<file path="src/rtl/dmem_access_ctrl.sv">
// MEM-stage load/store controller: sequences the data memory's setup/strobe/hold
// protocol, performs read-modify-write for single-word stores and returns a response.
module dmem_access_ctrl #(
   parameter int ADDR_W = 64,
   parameter int DATA_W = 64,
   parameter int DEPTH  = 256,
   parameter int TAG_W  = 5
) (
   input  logic                clk,
   input  logic                rst_n,
   input  logic                req_valid,
   output logic                req_ready,
   input  logic [1:0]          req_op,
   input  logic [ADDR_W-1:0]   req_addr,
   input  logic [2*DATA_W-1:0] req_wdata,
   input  logic [TAG_W-1:0]    req_tag,
   output logic [ADDR_W-1:0]   mem_address,
   output logic [2*DATA_W-1:0] mem_write_data,
   output logic                mem_read_en,
   output logic                mem_write_en,
   output logic                mem_en,
   input  logic [DATA_W-1:0]   mem_read_data,
   output logic                resp_valid,
   input  logic                resp_ready,
   output logic [DATA_W-1:0]   resp_data,
   output logic [TAG_W-1:0]    resp_tag,
   output logic                resp_err
);

   // Handshakes: a transfer happens on a rising clk edge where valid && ready are both 1.
   // A request is accepted only in IDLE; a response is held unchanged until resp_ready.

   localparam logic [1:0]        OP_LOAD   = 2'b01;
   localparam logic [1:0]        OP_STP    = 2'b11;
   localparam logic [ADDR_W-1:0] DEPTH_A   = ADDR_W'(DEPTH);
   localparam logic [ADDR_W-1:0] LAST_ADDR = ADDR_W'(DEPTH - 1);

   typedef enum logic [2:0] {
      IDLE, RD_SETUP, RD_STROBE, RD_CAPT, WR_SETUP, WR_STROBE, RESP
   } state_t;

   state_t state, state_nx;

   logic [1:0]          op_q;
   logic [ADDR_W-1:0]   addr_q;
   logic [2*DATA_W-1:0] wdata_q;
   logic [TAG_W-1:0]    tag_q;

   logic                accept;
   logic                req_illegal;
   logic [1:0]          op_c;
   logic [ADDR_W-1:0]   addr_c;
   logic [ADDR_W-1:0]   rd_addr;
   logic [2*DATA_W-1:0] wdata_c;
   logic [TAG_W-1:0]    tag_c;

   logic [ADDR_W-1:0]   addr_nx;
   logic [2*DATA_W-1:0] wdata_nx;
   logic                rd_en_nx, wr_en_nx, en_nx;
   logic                rvalid_nx, rerr_nx;
   logic [DATA_W-1:0]   rdata_nx;
   logic [TAG_W-1:0]    rtag_nx;

   assign accept      = (state == IDLE) && req_valid && req_ready;
   assign req_illegal = (req_op == 2'b00) || (req_addr >= DEPTH_A) ||
                        (req_op[1] && (req_addr == LAST_ADDR));

   // Outputs are registered from the next state, so the accept edge already needs
   // the live request fields; afterwards the latched copies are used.
   assign op_c    = (state == IDLE) ? req_op    : op_q;
   assign addr_c  = (state == IDLE) ? req_addr  : addr_q;
   assign wdata_c = (state == IDLE) ? req_wdata : wdata_q;
   assign tag_c   = (state == IDLE) ? req_tag   : tag_q;
   assign rd_addr = (op_c == OP_LOAD) ? addr_c : addr_c + ADDR_W'(1);

   always_ff @(posedge clk or negedge rst_n) begin
      if (!rst_n) state <= IDLE;
      else        state <= state_nx;
   end

   always_comb begin
      state_nx = state;
      case (state)
         IDLE: begin
            if (accept) begin
               if (req_illegal)           state_nx = RESP;
               else if (req_op == OP_STP) state_nx = WR_SETUP;
               else                       state_nx = RD_SETUP;
            end
         end
         RD_SETUP:  state_nx = RD_STROBE;
         RD_STROBE: state_nx = RD_CAPT;
         RD_CAPT:   state_nx = (op_q == OP_LOAD) ? RESP : WR_SETUP;
         WR_SETUP:  state_nx = WR_STROBE;
         WR_STROBE: state_nx = RESP;
         RESP:      if (resp_ready) state_nx = IDLE;
         default:   state_nx = IDLE;
      endcase
   end

   always_comb begin
      addr_nx   = mem_address;
      wdata_nx  = mem_write_data;
      rd_en_nx  = 1'b0;
      wr_en_nx  = 1'b0;
      en_nx     = 1'b0;
      rvalid_nx = resp_valid;
      rdata_nx  = resp_data;
      rtag_nx   = resp_tag;
      rerr_nx   = resp_err;
      case (state_nx)
         RD_SETUP, RD_STROBE, RD_CAPT: begin
            addr_nx  = rd_addr;
            rd_en_nx = 1'b1;
            en_nx    = (state_nx == RD_STROBE);
         end
         WR_SETUP, WR_STROBE: begin
            addr_nx  = addr_c;
            wr_en_nx = 1'b1;
            en_nx    = (state_nx == WR_STROBE);
            // Single-word store rewrites addr+1 with the old word captured by the read.
            if (state_nx == WR_SETUP)
               wdata_nx = (op_c == OP_STP) ? wdata_c : {mem_read_data, wdata_c[DATA_W-1:0]};
         end
         RESP: begin
            if (state != RESP) begin
               rvalid_nx = 1'b1;
               rerr_nx   = (state == IDLE);
               rdata_nx  = (state == RD_CAPT) ? mem_read_data : '0;
               rtag_nx   = tag_c;
            end
         end
         default: rvalid_nx = 1'b0;
      endcase
   end

   always_ff @(posedge clk or negedge rst_n) begin
      if (!rst_n) begin
         op_q           <= '0;
         addr_q         <= '0;
         wdata_q        <= '0;
         tag_q          <= '0;
         req_ready      <= 1'b0;
         mem_address    <= '0;
         mem_write_data <= '0;
         mem_read_en    <= 1'b0;
         mem_write_en   <= 1'b0;
         mem_en         <= 1'b0;
         resp_valid     <= 1'b0;
         resp_data      <= '0;
         resp_tag       <= '0;
         resp_err       <= 1'b0;
      end else begin
         if (accept) begin
            op_q    <= req_op;
            addr_q  <= req_addr;
            wdata_q <= req_wdata;
            tag_q   <= req_tag;
         end
         req_ready      <= (state_nx == IDLE);
         mem_address    <= addr_nx;
         mem_write_data <= wdata_nx;
         mem_read_en    <= rd_en_nx;
         mem_write_en   <= wr_en_nx;
         mem_en         <= en_nx;
         resp_valid     <= rvalid_nx;
         resp_data      <= rdata_nx;
         resp_tag       <= rtag_nx;
         resp_err       <= rerr_nx;
      end
   end

endmodule
</file>
<file path="config.mk">
export PLATFORM = sky130hd
export DESIGN_NAME = dmem_access_ctrl
export DESIGN_NICKNAME = d
export VERILOG_FILES = /design/src/rtl/dmem_access_ctrl.sv
export SDC_FILE = /design/constraint.sdc
export NUM_CORES = 1
export LEC_CHECK = 0
export CAP_MARGIN = 40
export CORE_AREA = 2 2 205 207
export CTS_BUF_LIST = sky130_fd_sc_hd__clkbuf_8
export CTS_CLUSTER_SIZE = 30
export DETAILED_ROUTE_END_ITERATION = 12
export DIE_AREA = 0 0 207 209
export GPL_TIMING_DRIVEN = 0
export HOLD_SLACK_MARGIN = 0.02
export PLACE_DENSITY_LB_ADDON = 0.25
export SYNTH_ARGS = -nofsm -noshare
export SYNTH_HDL_FRONTEND = slang
export SYNTH_SLANG_ARGS = --single-unit
</file>
<file path="constraint.sdc">
create_clock -name clk -period 10.9 [get_ports clk]
set_input_delay 1.09 -clock clk [delete_from_list [all_inputs] [get_ports clk]]
set_output_delay 1.09 -clock clk [all_outputs]
set_load 0.05 [all_outputs]
</file>
# Yosys cells after proc, flatten, opt, wreduce, memory -nomap -nowiden
# Index checks and enable logic that the tools add are counted.
[totals]
ff_bits = 469
latchBits = 0
ramBits = 0
romBits = 0
input_bits = 267
out_inout_bits = 267
word_cells = 71
mem_count = 0
[op_classes]
add_sub_neg = 1
n_mul = 0
div = 0
order_cmp = 1
eq_ne = 19
n_shift = 0
muxes = 19
n_bitwise = 1
reduce_logical = 15
[op_table]
columns = ["op", "n"]
rows = [
  ["$mux 128", 2],
  ["$mux 64", 3],
  ["$pmux 64 s2", 1],
  ["$add 64x1->64 const B", 1],
  ["$eq 64x8->1 const B", 1],
  ["$ge 64x9->1 const B", 1],
  ["$pmux 3 s7", 1],
  ["$eq 3x3->1 const B", 6],
  ["$eq 3x2->1 const B", 4],
  ["$mux 3", 4],
  ["$eq 3x1->1 const B", 2],
  ["$logic_not 3->1", 2],
  ["$reduce_and 2->1", 3],
  ["$mux 5", 1],
  ["$reduce_or 5->1", 1],
  ["$eq 2x1->1 const B", 2],
  ["$eq 2x2->1 const B", 2],
  ["$mux 2", 2],
  ["$pmux 1 s2", 2],
  ["$logic_and 1x1->1", 3],
  ["$mux 1", 3],
  ["$ne 3x3->1 const B", 1],
  ["$reduce_or 3->1", 1],
  ["$logic_not 2->1", 1],
  ["other kinds (5)", 6],
]

# Longest topological paths before layout
[depth]
ltp_word = 10
ltp_mapped = 17
mapped_depth_nobuf = 10

# Least setup slack after synthesis
# No wires, ideal clock.
[synth_timing]
path_kind = "register -> register"
from = "register state[2]"
to = "register mem_address[62]"
arrival_ps = 3989
path_slack_ps = 6786
path_stages_with_launch = 18
n_path_buf = 7
synth_period_minus_slack_ps = 4114
cell_sequence = "dfrtp_1 buf_2 or3_1 buf_2 buf_2 buf_1 buf_2 buf_1 clkbuf_1 nand2_1 nand2_1 ha_1 nand3_2 nor4_4 nand4_2 nor3_2 xnor2_1 mux2_2"
[synth_between]
elab_chain_cells = 8
[synth_lines]
columns = ["item", "line", "text"]
rows = [
  ["start, declared", "42", "state_t state, state_nx;"],
  ["start signal, assigned", "78", "else state <= state_nx;"],
  ["parallel branches: the longest is 8 deep, another holds $add 64x1->64", "--", ""],
  ["end signal, assigned", "161", "mem_address <= addr_nx;"],
  ["end, declared", "17", "output logic [ADDR_W-1:0] mem_address,"],
]
# Parallel ways; which one is timed is not known.
# A chain may end at the register's enable or synchronous reset.

# Worst setup path after layout
[layout_timing]
from = "register state[1]"
to = "register mem_address[54]"
# Same word-level chain as after synthesis.

==> impl_metrics.py <==
metrics = {
    "worst_setup_path": {
        "regToRegEndpoint": "mem_address[54]$_DFFE_PN0P_",
        "start_kind": "flip-flop",
        "worstPathArrival_ns": 6.63,
        "timing_worst_setup_path_type": "flip-flop to flip-flop",
        "timing.critical_path.from": "state[1]$_DFF_PN0_",
        "r2r_start": "state[1]$_DFF_PN0_",
        "reg2reg_setup_slack_ns": 4.82,
        "worst_r2r_path_cells": 18,
        "setup.worst_path.end_class": "flip-flop",
        "critical_path_required_ns": 11.45,
        "worstSetupEndpoint": "mem_address[54]$_DFFE_PN0P_",
        "cp_max_fo": 10,
    },
    "synthesis": {
        "synthTopCellsByArea": "sky130_fd_sc_hd__dfrtp_1, sky130_fd_sc_hd__nand2_1, sky130_fd_sc_hd__mux2i_1",
        "synth_async_sr_flop_share_pct": 100,
        "synth_enable_flop_cells": 0,
        "syn-instance-count": 2544,
        "synth_cell_types": 58,
        "cell_accounting_for_the_most_synthesized_area": "sky130_fd_sc_hd__dfrtp_1",
        "synth_top_area_share_pct": 52.5,
        "post_synth.cell_area_avg_um2": 8.78,
        "post_synth_instance_area_mm2": 0.0223,
        "ffs_latches_synth": 469,
        "synth_sequential_area_ratio_pct": 52.5,
        "yosysWarnings": 0,
        "synthesis.nets": 2812,
        "leading_register_cell_type_out_of_synthesis": "sky130_fd_sc_hd__dfrtp_1",
    },
    "grt": {
        "grt_use_total_pct": 35.3,
        "global_route.overflow_total": 0,
        "first_global_vias": 20900,
        "grt_first_pass_wirelength_mm": 119,
        "grt_start_max_net_pins": 127,
        "antenna_found_initial": 14,
    },
    "die": {
        "die-width_um": 207,
        "dieHeight_um": 209,
        "effective_utilization_at_floorplan_pct": 54.1,
        "io-pin-count": 534,
        "core_area_mm2": 0.0413,
        "area_of_the_die_mm2": 0.0433,
        "rows": 75,
    },
    "clock_tree": {
        "number_of_hold_repair_buffers_added_at_the_cts_stage": 0,
        "cts.clk_slew.worst_paths_ns": 0.06,
        "clkLatencyLatePin_ns": 0.67,
        "numCtsBuffers": 79,
        "clock_tree.buffer_depth": 3,
        "clock-root-buffer": "sky130_fd_sc_hd__clkbuf_8",
        "cts_post_setup_buffers_inserted": 0,
        "cts_num_sinks": 469,
        "cts.htree.levels": 3,
        "cts_tree": "done",
        "post_cts_resized": 0,
    },
    "cells_and_area": {
        "final.fill_count": 3079,
        "num-nets-final": 3435,
        "layout-drive-gt1-share_pct": 7.28,
        "final_core_utilization_pct": 73.0,
        "syn_to_final_growth_pct": 35.0,
    },
    "power": {
        "power_density_mw_per_mm2": 321,
        "leakagePower_uw": 0.0137,
        "peakVddDrop_mv": 0.217,
        "finalPower_uw": 9670,
    },
    "drt": {
        "dr_total_vias": 21200,
        "detail_routed_net_length_per_standard_cell_um": 20.4,
        "routed_wl_mm": 77.3,
        "ant_nets": 0,
        "detail_route.vias_per_cell": 5.61,
        "dr.pass1.iters": 5,
        "post-route-drc-count": 0,
        "drt_iter0_drc": 1784,
    },
    "sta": {
        "setup_viol_count_final": 0,
        "hold_slack_ns": 0.475,
        "timing.clock.skew_ns": 0.0533,
        "maxSlewHeadroom_pct": 35.1,
        "final-hold-violation-count": 0,
        "timing_worst_slew_pin_value_ns": 0.973,
        "slew_violations": 0,
        "finalCritPeriodShare_pct": 55.7,
        "rsz_0062_raised_after_global_routing": "false",
        "final.min_clock_period_ns": 6.08,
        "max_clock_freq_mhz": 165,
    },
    "run": {
        "maxCapViolCount": 0,
    },
    "placed_design": {
        "buffer_ports.inserted": 530,
        "detailedPlacementHpwl_mm": 57.4,
        "finalWeightedCongestion": 0.939,
    },
    "status": {
        "result_of_the_run": "finished clean",
    },
    "worst_hold_path": {
        "min_path_type": "flip-flop to flip-flop",
    },
}
==> kinds of logic after synthesis <==
kind of cell | share of synthesized area (%)
and+or+nand+nor | 24.6
muxes | 9.01
xor gates and xnor gates | 3.02
AOI/OAI and AO/OA | 7.50
buffers and inverters | 3.28
adders and majority gates | 0.0560
DFF | 52.5
==> worst max-delay path: stages, from the launching register on <==
cell and delay, ns:
sky130_fd_sc_hd__dfrtp_1 0.38, sky130_fd_sc_hd__buf_2 0.23, sky130_fd_sc_hd__or3_1 0.13, sky130_fd_sc_hd__buf_2 0.20
sky130_fd_sc_hd__buf_2 0.30, sky130_fd_sc_hd__buf_1 0.65, sky130_fd_sc_hd__buf_2 0.40, sky130_fd_sc_hd__buf_1 0.49
sky130_fd_sc_hd__buf_6 0.25, sky130_fd_sc_hd__clkbuf_1 0.46, sky130_fd_sc_hd__nand2_1 0.17, sky130_fd_sc_hd__nand2_1 0.11
sky130_fd_sc_hd__ha_1 0.22, sky130_fd_sc_hd__nand3_2 0.21, sky130_fd_sc_hd__nor4_4 0.78, sky130_fd_sc_hd__nand4_2 0.39
sky130_fd_sc_hd__nor2_1 0.24, sky130_fd_sc_hd__xnor2_1 0.09, sky130_fd_sc_hd__mux2_2 0.27
==> report_power, final <==
| part | leakage, uW | total, uW | internal (uW) | switching (uW) |
|---|---|---|---|---|
| clock | 0.000947 | 1590 | 858 | 730 |
| combinational | 0.00671 | 5090 | 1770 | 3320 |
| sequential | 0.00606 | 2990 | 2500 | 488 |
==> synth_stat cells (13+ instances only) <==
cell type                  count
sky130_fd_sc_hd__nand4_1      24
sky130_fd_sc_hd__xor2_1       36
sky130_fd_sc_hd__nor4_1       31
sky130_fd_sc_hd__nand3_1     113
sky130_fd_sc_hd__and3_1       13
sky130_fd_sc_hd__buf_2        27
sky130_fd_sc_hd__o21ai_0     236
sky130_fd_sc_hd__dfrtp_1     469
sky130_fd_sc_hd__nor3_1       20
sky130_fd_sc_hd__xnor2_1      41
sky130_fd_sc_hd__mux2_2       52
sky130_fd_sc_hd__nor2_1       45
sky130_fd_sc_hd__clkbuf_1    112
sky130_fd_sc_hd__o21ai_1      43
sky130_fd_sc_hd__mux2i_1     129
sky130_fd_sc_hd__nand2_1    1045
==> flip-flops by register name, summed over array words and instances (netlist names), 2 cells and up <==
name,flops
addr_q,64
mem_write_data,128
resp_data,64
tag_q,5
mem_address,64
op_q,2
wdata_q,128
state,3
resp_tag,5
==> worst min path at each step <==
stage,cells past startpoint,slack (ns),start,to
2_1_floorplan,2,0.44,addr_q[55]$_DFFE_PN0P_,addr_q[55]$_DFFE_PN0P_
5_1_grt,2,0.49,wdata_q[69]$_DFFE_PN0P_,wdata_q[69]$_DFFE_PN0P_
6_report,2,0.47,wdata_q[9]$_DFFE_PN0P_,wdata_q[9]$_DFFE_PN0P_
3_5_place_dp,2,0.46,wdata_q[8]$_DFFE_PN0P_,wdata_q[8]$_DFFE_PN0P_
3_3_place_gp,2,0.45,addr_q[55]$_DFFE_PN0P_,addr_q[55]$_DFFE_PN0P_
4_1_cts,2,0.48,wdata_q[9]$_DFFE_PN0P_,wdata_q[9]$_DFFE_PN0P_
==> metal layers <==
| metal | wire (um) | global-route usage (%) |
|---|---|---|
| met2 | 37300 | 58.1 |
| met1 | 29800 | 43.6 |
| met3 | 6670 | 8.30 |
| met4 | 3500 | 17.9 |
| met5 | 41 | 0 |
==> through the flow <==
stage                     setup WS, ns  area, um^2  setup TNS [ns]  instances
after CTS                         4.90       30100               0       3769
final                             4.82       30200               0       3784
after floorplan                   6.79       22300               0       2544
after detailed placement          4.91       28500               0       3625
after global placement          -11.58       28300        -5405.75       3613
after global routing              4.56       30100               0       3779
==> layout make-up <==
type                            count  area, um^2  area share [%]
Clock inverter                     39         164           0.544
Clock buffer                      105        1450            4.79
Multi-Input combinational cell   1910        9870            32.7
Buffer                            161         717            2.38
Antenna cell                       15        37.5           0.124
Timing Repair Buffer              542        5500            18.2
Tap cell                          539         674            2.24
Sequential cell                   469       11700            38.9
Inverter                            4        15.0          0.0498
==> cell usage in the layout, fill, tap and decap left out, types with 3 or more instances in the layout <==
cell | synthesis | final
sky130_fd_sc_hd__nand2_1 | 1045 | 1045
sky130_fd_sc_hd__clkdlybuf4s50_1 | 0 | 529
sky130_fd_sc_hd__dfrtp_1 | 469 | 469
sky130_fd_sc_hd__o21ai_0 | 236 | 236
sky130_fd_sc_hd__mux2i_1 | 129 | 129
sky130_fd_sc_hd__nand3_1 | 113 | 113
sky130_fd_sc_hd__clkbuf_1 | 112 | 112
sky130_fd_sc_hd__clkbuf_8 | 0 | 105
sky130_fd_sc_hd__mux2_2 | 52 | 52
sky130_fd_sc_hd__nor2_1 | 45 | 45
sky130_fd_sc_hd__o21ai_1 | 43 | 43
sky130_fd_sc_hd__xnor2_1 | 41 | 41
sky130_fd_sc_hd__xor2_1 | 36 | 36
sky130_fd_sc_hd__inv_1 | 4 | 34
sky130_fd_sc_hd__nor4_1 | 31 | 31
sky130_fd_sc_hd__buf_2 | 27 | 27
sky130_fd_sc_hd__nand4_1 | 24 | 24
sky130_fd_sc_hd__nor3_1 | 20 | 20
sky130_fd_sc_hd__buf_6 | 10 | 18
sky130_fd_sc_hd__diode_2 | 0 | 15
sky130_fd_sc_hd__and3_1 | 13 | 13
sky130_fd_sc_hd__mux2_1 | 12 | 12
sky130_fd_sc_hd__buf_1 | 11 | 11
sky130_fd_sc_hd__a31oi_1 | 8 | 8
sky130_fd_sc_hd__clkinv_2 | 0 | 7
sky130_fd_sc_hd__a21o_1 | 6 | 6
sky130_fd_sc_hd__a21oi_1 | 6 | 6
sky130_fd_sc_hd__and4_1 | 5 | 5
sky130_fd_sc_hd__nor3_2 | 4 | 4
sky130_fd_sc_hd__buf_16 | 0 | 3
No activity file was read; power rests on OpenSTA's default activity.
